==> config.mk <==
export PLATFORM = sky130hd
export DESIGN_NAME = maze_player_ctrl
export DESIGN_NICKNAME = d
export VERILOG_FILES = /design/src/rtl/maze_player_ctrl.sv
export SDC_FILE = /design/constraint.sdc
export NUM_CORES = 1
export LEC_CHECK = 0
export ABC_AREA = 1
export BUFFER_PORTS_ARGS = -buffer_cell sky130_fd_sc_hd__buf_2
export CAP_MARGIN = 20
export CORE_ASPECT_RATIO = 0.9
export CORE_UTILIZATION = 51
export DETAILED_ROUTE_END_ITERATION = 7
export HOLD_SLACK_MARGIN = 0.12
export PLACE_DENSITY = 0.91
export REMOVE_ABC_BUFFERS = 1
export SYNTH_ARGS = -nofsm -noshare
export SYNTH_HDL_FRONTEND = slang
export SYNTH_SLANG_ARGS = --single-unit
==> constraint.sdc <==
create_clock -name clk -period 3.3 [get_ports clk]
set_clock_uncertainty 0.15 [all_clocks]
set_input_delay 0.165 -clock clk [delete_from_list [all_inputs] [get_ports clk]]
set_output_delay 0.165 -clock clk [all_outputs]
set_load 0.02 [all_outputs]
==> src/rtl/maze_player_ctrl.sv <==
`default_nettype none
// ============================================================================
// Module   : maze_player_ctrl
// Brief    : Debounced push-button player movement across a carved 16x16 maze,
//            with move counting and goal detection.
// Revision : 1.0 - initial release
// ============================================================================
module maze_player_ctrl #(
    parameter int DB_CYCLES = 50000,
    parameter int START_X   = 4,
    parameter int START_Y   = 4
) (
    input  logic         clk,
    input  logic         reset,
    input  logic         maze_ready,
    input  logic [255:0] maze_data,
    input  logic         btn_up,
    input  logic         btn_down,
    input  logic         btn_left,
    input  logic         btn_right,
    input  logic [3:0]   goal_x,
    input  logic [3:0]   goal_y,
    output logic [3:0]   player_x,
    output logic [3:0]   player_y,
    output logic [9:0]   move_count,
    output logic         move_pulse,
    output logic         won
);

    localparam logic [1:0]  S_IDLE = 2'd0;
    localparam logic [1:0]  S_PLAY = 2'd1;
    localparam logic [1:0]  S_WON  = 2'd2;

    localparam logic [15:0] c_db_last = 16'(DB_CYCLES - 1);
    localparam logic [3:0]  c_start_x = 4'(START_X);
    localparam logic [3:0]  c_start_y = 4'(START_Y);
    localparam logic [9:0]  c_cnt_max = 10'd1023;

    // Button index order: 3 = up, 2 = down, 1 = left, 0 = right
    logic [3:0] w_btn;
    logic [3:0] w_evt;

    assign w_btn = {btn_up, btn_down, btn_left, btn_right};

    for (genvar i = 0; i < 4; i++) begin : g_db
        logic        r_s1;
        logic        r_s2;
        logic        r_db;
        logic        r_db_q;
        logic [15:0] r_cnt;

        always_ff @(posedge clk) begin
            if (reset) begin
                r_s1   <= 1'b0;
                r_s2   <= 1'b0;
                r_db   <= 1'b0;
                r_db_q <= 1'b0;
                r_cnt  <= 16'd0;
            end else begin
                r_s1   <= w_btn[i];
                r_s2   <= r_s1;
                r_db_q <= r_db;
                if (r_s2 == r_db) begin
                    r_cnt <= 16'd0;
                end else if (r_cnt == c_db_last) begin
                    r_db  <= r_s2;
                    r_cnt <= 16'd0;
                end else begin
                    r_cnt <= r_cnt + 16'd1;
                end
            end
        end

        assign w_evt[i] = r_db & ~r_db_q;
    end

    logic [1:0] r_state;
    logic [3:0] r_x;
    logic [3:0] r_y;
    logic [9:0] r_count;
    logic       r_move_pulse;
    logic       r_won;

    logic [3:0] w_tx;
    logic [3:0] w_ty;
    logic       w_try;
    logic       w_ok;

    // The highest-priority event claims the cycle even if its move is rejected
    always_comb begin
        w_tx  = r_x;
        w_ty  = r_y;
        w_try = 1'b0;
        if (w_evt[3]) begin
            if (r_y != 4'd0) begin
                w_ty  = r_y - 4'd1;
                w_try = 1'b1;
            end
        end else if (w_evt[2]) begin
            if (r_y != 4'd15) begin
                w_ty  = r_y + 4'd1;
                w_try = 1'b1;
            end
        end else if (w_evt[1]) begin
            if (r_x != 4'd0) begin
                w_tx  = r_x - 4'd1;
                w_try = 1'b1;
            end
        end else if (w_evt[0]) begin
            if (r_x != 4'd15) begin
                w_tx  = r_x + 4'd1;
                w_try = 1'b1;
            end
        end
    end

    assign w_ok = w_try & maze_data[{w_ty, w_tx}];

    always_ff @(posedge clk) begin
        if (reset) begin
            r_state      <= S_IDLE;
            r_x          <= c_start_x;
            r_y          <= c_start_y;
            r_count      <= 10'd0;
            r_move_pulse <= 1'b0;
            r_won        <= 1'b0;
        end else begin
            r_move_pulse <= 1'b0;
            case (r_state)
                S_IDLE: begin
                    r_x     <= c_start_x;
                    r_y     <= c_start_y;
                    r_count <= 10'd0;
                    r_won   <= 1'b0;
                    if (maze_ready) begin
                        r_state <= S_PLAY;
                    end
                end
                S_PLAY: begin
                    if (!maze_ready) begin
                        r_state <= S_IDLE;
                        r_x     <= c_start_x;
                        r_y     <= c_start_y;
                        r_count <= 10'd0;
                        r_won   <= 1'b0;
                    end else if (r_x == goal_x && r_y == goal_y) begin
                        r_state <= S_WON;
                        r_won   <= 1'b1;
                    end else if (w_ok) begin
                        r_x          <= w_tx;
                        r_y          <= w_ty;
                        r_move_pulse <= 1'b1;
                        if (r_count != c_cnt_max) begin
                            r_count <= r_count + 10'd1;
                        end
                    end
                end
                S_WON: begin
                    if (!maze_ready) begin
                        r_state <= S_IDLE;
                        r_x     <= c_start_x;
                        r_y     <= c_start_y;
                        r_count <= 10'd0;
                        r_won   <= 1'b0;
                    end else begin
                        r_won <= 1'b1;
                    end
                end
                default: begin
                    r_state <= S_IDLE;
                end
            endcase
        end
    end

    assign player_x   = r_x;
    assign player_y   = r_y;
    assign move_count = r_count;
    assign move_pulse = r_move_pulse;
    assign won        = r_won;

endmodule
`default_nettype wire

==> run metrics, run 1 <==
iteration count of the initial detailed-routing pass=8; share of flip-flops with an asynchronous set or reset after synthesis=0%; cell count of the worst reg-to-reg path=21; most frequently used cell type in the post-synthesis netlist=nand2_1; Layout Cells excl Fill=1786; Tcrit/Tclk final=a little over nine tenths; clock latency on the worst-skew pair=approximately 0.35 ns; cell depth of the worst min-delay path=2; CP Launch Type=flip-flop; list of most frequent post-synthesis cells=nand2_1, nand3_1, inv_1; CP required=approximately 3.4 ns; max capacitance violation total=0; Final Total Pwr=approximately 3000 µW; # nets final=~1900; standard-cell row count=42; Crit Path Class=flip-flop to flip-flop; horizontal extent of the die=~130 µm; fill cell total of the finished layout=between 1000 and 1500; buffer depth of the longest clock path=2; Post-route DRC=0; core area=between 10000 and 15000 µm²; GRT met3 Usage=7.36%; combined global-route utilization of all metal layers=between 30% and 40%; total clock buffers created by CTS=9; met1 routing resource usage after global routing=between 30% and 40%; fraction of final layout cells with drive strength greater than 1=a little over a quarter; Hold Crit Class=input pin to flip-flop; average size of a mapped cell=~6.0 µm²; io pins=about 290; final hold viol count=0; most used cell, CP=nand3_1; signal arrival time at the worst endpoint=approximately 3.4 ns; vias in the first global route=between 9000 and 10000; worst-path cell chain=inv_2 -> or2_4 -> nand2_2 -> inv_4 -> nand2_4 -> nand2_4 -> nand2_8 -> buf_4 -> nand2_1 -> nand3_1 -> nand3_1 -> nand3_1 -> nand3_1 -> nand3_1 -> nand3_1 -> nand3_2 -> nand4_1 -> nand2_4 -> clkbuf_16 -> nand3_1 -> a21oi_1; number of synthesized flops with an enable pin=0; Clock Root Buffer=clkbuf_16; TritonCTS clock tree=yes; result of the run=completed; top_reg_cell synth=dfxtp_1; Slew HR=55.6%; pin count of the biggest net entering global routing=64; Reg-to-Reg Start=g_db[3].r_db; Total Wirelength=just under 30000 µm; area grow syn2layout=32.9%; dominant cells by area after synthesis=dfxtp_1, nand3_1, nand2_1; Critical Path Slowest Stage Cell=dfxtp_1; Sink Count=~100; count of endpoints failing setup in the final report=0; utilization after layout=a little over two thirds; number of buffer cells added on primary ports=just under 300; Worst Setup Slack post-DPL=-0.00494 ns; area share of the largest cell type after synthesis=26.3%; worst min-delay path startpoint=reset; Pleak=between 0.004 and 0.005 µW; cell accounting for the most synthesized area=dfxtp_1; area of the die=roughly 16000 µm²; total power divided by cell area=between 200 and 300 nW/µm²; area used by multi-input combinational logic=just over 5000 µm²; level count of the clock H-tree=3; post-synthesis cell area=7760 µm²; CP startpoint=g_db[3].r_db; global-route met2 utilization=approximately 58%; Clk pin slew, worst setup/hold paths=approximately 0.07 ns; portion of the post-synthesis area used by sequential elements=a little over a quarter; vias=between 10000 and 15000; timing-limited maximum frequency=around 0.3 GHz; Initial Utilization=52.5%; die extent in y=roughly 120 µm; register cell area after layout=a little over 2000 µm²; number of unique standard cell types used by synthesis=42; wire length of the first global-routing pass=approximately 43000 µm; violation count after the first detailed-route iteration=between 1000 and 1500; final max-slew violation count=0; CP max FO=13; number of antenna cells inserted=0; Final min period=3.26 ns; Vias/cell=about 5.6; worst setup slack after layout=0.0351 ns; post-synthesis cell count=1284; number of antenna violations at the first check in global routing=0; dpl cells=between 1500 and 2000; Peak supply drop=0.265 mV; transition time of the tightest slew-check pin=between 0.6 and 0.7 ns; placer's final routability congestion estimate=1.00; post-route antenna net violation count=0; busiest metal layer after global routing=met2; flip-flop and latch count after synthesis=102; yosys warns=0; total grt overflow=0; Worst path max stage delay=approximately 0.37 ns; WL per Instance=approximately 16 µm; Critical Path Sink Type=flip-flop; Final HPWL DP=between 20000 and 25000 µm
worst max-delay path, delay by kind of cell, from the launching register on:
kind / cells / cell delay [ns]
buffers and inverters: 4 / 0.54
DFF: 1 / 0.37
and+or+nand+nor: 16 / 1.89
AOI/OAI and AO/OA: 1 / 0.22
final cells by class:
| class | count | area share (%) |
|---|---|---|
| Multi-Input combinational cell | 1002 | 49.3 |
| Timing Repair Buffer | 348 | 21.2 |
| Tap cell | 198 | 2.40 |
| Clock inverter | 6 | 0.546 |
| Inverter | 120 | 4.42 |
| Clock buffer | 10 | 2.22 |
| Sequential cell | 102 | 19.9 |
layout by cell type (no fill, tap or decap), types with 6 or more instances in the layout:
master / count
a21oi_1: 57
buf_12: 8
buf_2: 290
buf_4: 31
clkbuf_16: 16
dfxtp_1: 94
dfxtp_2: 6
ha_1: 11
inv_1: 110
inv_2: 8
nand2_1: 351
nand2_4: 9
nand3_1: 299
nand3_2: 17
nand4_1: 15
nor2_1: 95
nor3_1: 27
nor3b_1: 8
nor4_1: 17
o21a_1: 8
o21ai_0: 17
or2_2: 9
xnor2_1: 7
xor2_1: 17
logic make-up (layout without fill, tap and decap cells):
group,Yosys count,after routing,share of synthesized area [%]
buf+inv,181,484,10.9
fa+ha+maj,13,13,2.10
flops,102,102,26.3
compound gates,100,100,7.43
simple gates,863,864,50.3
xor+xnor,25,25,2.92
state kept, by name, summed over array words and instances (netlist names):
name / cells
player_y: 4
move_pulse: 1
g_db.r_s2: 4
r_state: 2
player_x: 4
move_count: 10
g_db.r_s1: 4
g_db.r_cnt: 64
won: 1
g_db.r_db: 4
g_db.r_db_q: 4
power breakdown:
part | switching [µW] | internal (µW) | total [µW]
clock | 495 | 525 | 1020
combinational | 379 | 302 | 681
sequential | 21.8 | 1250 | 1270
worst paths after layout:
kind | to | slack (ns)
worst max register to register | player_x[1] | 0.04
worst min register to register | g_db[3].r_s2 | 0.25
worst max-delay path | player_x[1] | 0.04
worst min-delay path | g_db[2].r_s2 | 0.16
stage by stage:
stage / area (µm²) / hold slack [ns] / TNS, ns
floorplan: 7360 / 0.0841 / -13.42
global placement: 9470 / 0.220 / 0
detailed placement: 9470 / 0.220 / -0.00545
CTS: 9810 / 0.137 / 0
global route: 10300 / 0.192 / -0.972
finish: 10300 / 0.162 / 0
per-layer routing:
metal / wire length (µm) / vias to the layer above / part of all wire [%]
met4: 1540 / 0 / 5.2
met5: 0 / - / 0
met1: 11200 / 4483 / 38
met2: 13600 / 563 / 46
li1: - / 4858 / -
met3: 2960 / 119 / 10
repair_timing:
item | in CTS | in global routing
hold buffers | 5 | 0
gates resized for setup | 2 | 53
pin swaps | 0 | 14
setup buffers | 0 | 9
gates cloned | 0 | 9
hold endpoints to repair | 6 | 0
endpoints found under the setup margin | 9 | 18
No activity file was read; power rests on OpenSTA's default activity.
==> run 2, diff against run 1 <==
- ABC_AREA: 1 -> unset
- CORE_UTILIZATION: 51 -> 50
==> run 2 against run 1 <==
The run now ends with setup timing left. Cell count is 18% lower. Global-route usage is 4.0 points higher. Register-to-register slack worse by 0.58 ns. Die area is 1.5% lower. Flip-flop and latch count stayed put. Combinational power is 41% lower. Maximum frequency is 15% lower. Sequential share of layout area is 1.3 points lower. Area after synthesis is 3.4% lower. Synthesized cell count is 33% lower. Clock-buffer cell count is 1 higher. Clock power hardly changed. Largest cell class unchanged. Largest power group unchanged. Highest routed layer unchanged.
==> run metrics, run 2 <==
result of the run=finished with violations; violated checks=setup timing; utilization after layout=around three quarters; Sink Count=roughly 100; signal arrival time at the worst endpoint=just under 4 ns; top_reg_cell synth=dfxtp_1; fraction of final layout cells with drive strength greater than 1=45.0%; number of synthesized flops with an enable pin=0; Final Total Pwr=around 2700 µW; total negative setup slack=-9.08 ns; total clock buffers created by CTS=9; Critical Path Sink Type=flip-flop; Clock Root Buffer=clkbuf_16; flip-flop count of the largest register, all copies and words added=64; # nets final=1546; Final HPWL DP=21500 µm; Pleak=between 0.004 and 0.005 µW; worst min-delay path startpoint=reset; number of unique standard cell types used by synthesis=74; TritonCTS clock tree=yes; final hold viol count=0; Peak supply drop=roughly 0.25 mV; final max-slew violation count=0; timing-limited maximum frequency=around 0.26 GHz; CP max FO=8; portion of the post-synthesis area used by sequential elements=27.2%; total grt overflow=0; average size of a mapped cell=8.65 µm²; Hold Crit Class=input pin to flip-flop; vias=~9000; sequential share of power=between 40% and 50%; wire length of the first global-routing pass=around 45000 µm; post-route antenna net violation count=0; most frequent cells in the layout=buf_2, nor2_1, buf_4; Post-route DRC=0; post-synthesis cell area=approximately 7500 µm²; CP Launch Type=flip-flop; yosys warns=0; unrepaired setup endpoints after global routing=yes; cell count of the worst reg-to-reg path=18; Clk pin slew, worst setup/hold paths=0.07 ns; switching power as a share of total power=between 20% and 30%; list of most frequent post-synthesis cells=nor2_1, dfxtp_1, nand2_1; area share of the largest cell type after synthesis=27.2%; most frequently used cell type in the post-synthesis netlist=nor2_1; Psw=667 µW; max capacitance violation total=0; iteration count of the initial detailed-routing pass=8; leading cell type in the layout, fill and taps excluded=buf_2; horizontal extent of the die=131 µm; post-synthesis cell count=a little under 900; standard-cell row count=42; die extent in y=~120 µm; vias in the first global route=between 8000 and 9000; placer's final routability congestion estimate=0.961; combinational share of power=15.1%; Tcrit/Tclk final=117%; number of buffer cells added on primary ports=between 200 and 300; Reg-to-Reg Start=player_x[0]; count of endpoints failing setup in the final report=19; CP required=approximately 3.4 ns; buffer depth of the longest clock path=2; internal power=around 2000 µW; Crit Path Class=flip-flop to flip-flop; critical register-to-register path endpoint=player_x[0]; Total Wirelength=30000 µm; share of flip-flops with an asynchronous set or reset after synthesis=0%; area of the die=between 15000 and 20000 µm²; clock latency on the worst-skew pair=approximately 0.35 ns; violation count after the first detailed-route iteration=around 840; number of antenna violations at the first check in global routing=4; reg-to-reg setup timing slack=-0.55 ns; Vias/cell=6.12; combined global-route utilization of all metal layers=a little under two fifths; register ranked first by flip-flop count=g_db.r_cnt; endpoint of the worst hold path=r_state[1]; Final min period=~3.8 ns; total power divided by cell area=242 nW/µm²; dominant cells by area after synthesis=dfxtp_1, mux4_2, mux2i_1; pin count of the biggest net entering global routing=45; transition time of the tightest slew-check pin=between 0.8 and 0.9 ns; worst setup slack after layout=-0.550 ns; proportion of power drawn by the clock network=between 30% and 40%; WL per Instance=between 20 and 25 µm; flip-flop and latch count after synthesis=around 100; Initial Utilization=between 50% and 60%; io pins=291; area grow syn2layout=47.1%; core area=between 10000 and 15000 µm²; cell depth of the worst min-delay path=2; Slew HR=between 40% and 50%; cell accounting for the most synthesized area=dfxtp_1; level count of the clock H-tree=3
[run 2: cell types whose count changed after synthesis, moves of 23 or more]
cell	before	now
a21oi_1	58	30
buf_2	29	6
inv_1	111	15
mux2i_1	0	46
mux4_2	0	38
nand2_1	356	81
nand3_1	314	44
xnor2_1	7	40
[run 2: cells by family (layout without fill, tap and decap cells)]
| logic type | Yosys count | after routing | share of synthesized area [%] |
|---|---|---|---|
| adders and majority gates | 13 | 13 | 2.17 |
| buffers and inverters | 69 | 470 | 4.46 |
| other | 0 | 5 | 0 |
| muxes | 92 | 92 | 18.8 |
| AOI/OAI and AO/OA | 130 | 130 | 13.3 |
| and+or+nand+nor | 390 | 390 | 25.8 |
| DFF | 102 | 102 | 27.2 |
| xor gates and xnor gates | 70 | 70 | 8.18 |
[run 2: timing repair]
action | 4_1_cts | 5_1_grt
hold buffers | 5 | 0
endpoints found under the setup margin | 19 | 19
buffers inserted | 17 | 4
resized for setup | 83 | 22
endpoints found under the hold margin | 7 | 0
cloned | 2 | 0
pin swaps | 31 | 24
[run 2: layout make-up]
class | instances | area [µm²]
Tap cell | 198 | 248
Antenna cell | 5 | 12.5
Timing Repair Buffer | 439 | 2850
Clock inverter | 5 | 41.3
Sequential cell | 102 | 2050
Multi-Input combinational cell | 695 | 5510
Clock buffer | 11 | 243
Fill cell | 963 | 3640
Inverter | 15 | 58.8
[run 2: metrics by stage]
stage | instance area (µm²) | cells | hold WS [ns] | worst slack (ns)
2_1_floorplan | 7220 | 812 | 0.0841 | -5.30
5_1_grt | 11000 | 1469 | 0.286 | -0.646
6_report | 11000 | 1470 | 0.256 | -0.550
4_1_cts | 10900 | 1461 | 0.235 | -0.349
3_3_place_gp | 9970 | 1423 | 0.235 | -0.655
3_5_place_dp | 9970 | 1423 | 0.240 | -0.759
[run 2: per-layer routing]
layer | wire, µm | share of wire [%] | up-vias | global-route usage, %
li1 | - | - | 3992 | -
met5 | 0 | 0 | - | 0
met4 | 1890 | 6.3 | 0 | 20.8
met2 | 14100 | 47 | 595 | 62.0
met1 | 11200 | 37 | 4240 | 45.5
met3 | 2840 | 9.5 | 171 | 9.46
[run 2: critical path: stages (launching register included)]
cell      delay (ns)
dfxtp_4         0.38
ha_4            0.17
nand3_2         0.06
nand3_2         0.11
buf_6           0.15
a32o_2          0.27
nor3_4          0.19
buf_6           0.19
buf_12          0.12
buf_16          0.12
a21oi_1         0.07
a221oi_4        0.29
nor3_2          0.10
o31ai_2         0.34
a32oi_4         0.22
buf_6           0.17
buf_6           0.10
or4_1           0.49
nand3_1         0.10
[run 2: power groups by stage]
| stage | Sequential, µW | Clock (µW) | Combinational, µW |
|---|---|---|---|
| 2_1_floorplan | 1270 | 0 | 138 |
| 3_3_place_gp | 1270 | 0 | 360 |
| 3_5_place_dp | 1270 | 0 | 367 |
| 4_1_cts | 1240 | 1030 | 383 |
| 5_1_grt | 1240 | 1080 | 425 |
| 6_report | 1240 | 1020 | 401 |
[run 2: worst max path at each step]
stage | startpoint | endpoint | slack, ns
final | player_x[0] | player_x[0] | -0.55
after floorplan | player_x[0] | player_y[1] | -5.30
after detailed placement | player_x[0] | player_y[3] | -0.76
after global placement | g_db[2].r_db | move_count[1] | -0.65
after CTS | g_db[2].r_db | player_y[1] | -0.35
after global routing | player_x[0] | player_x[0] | -0.65
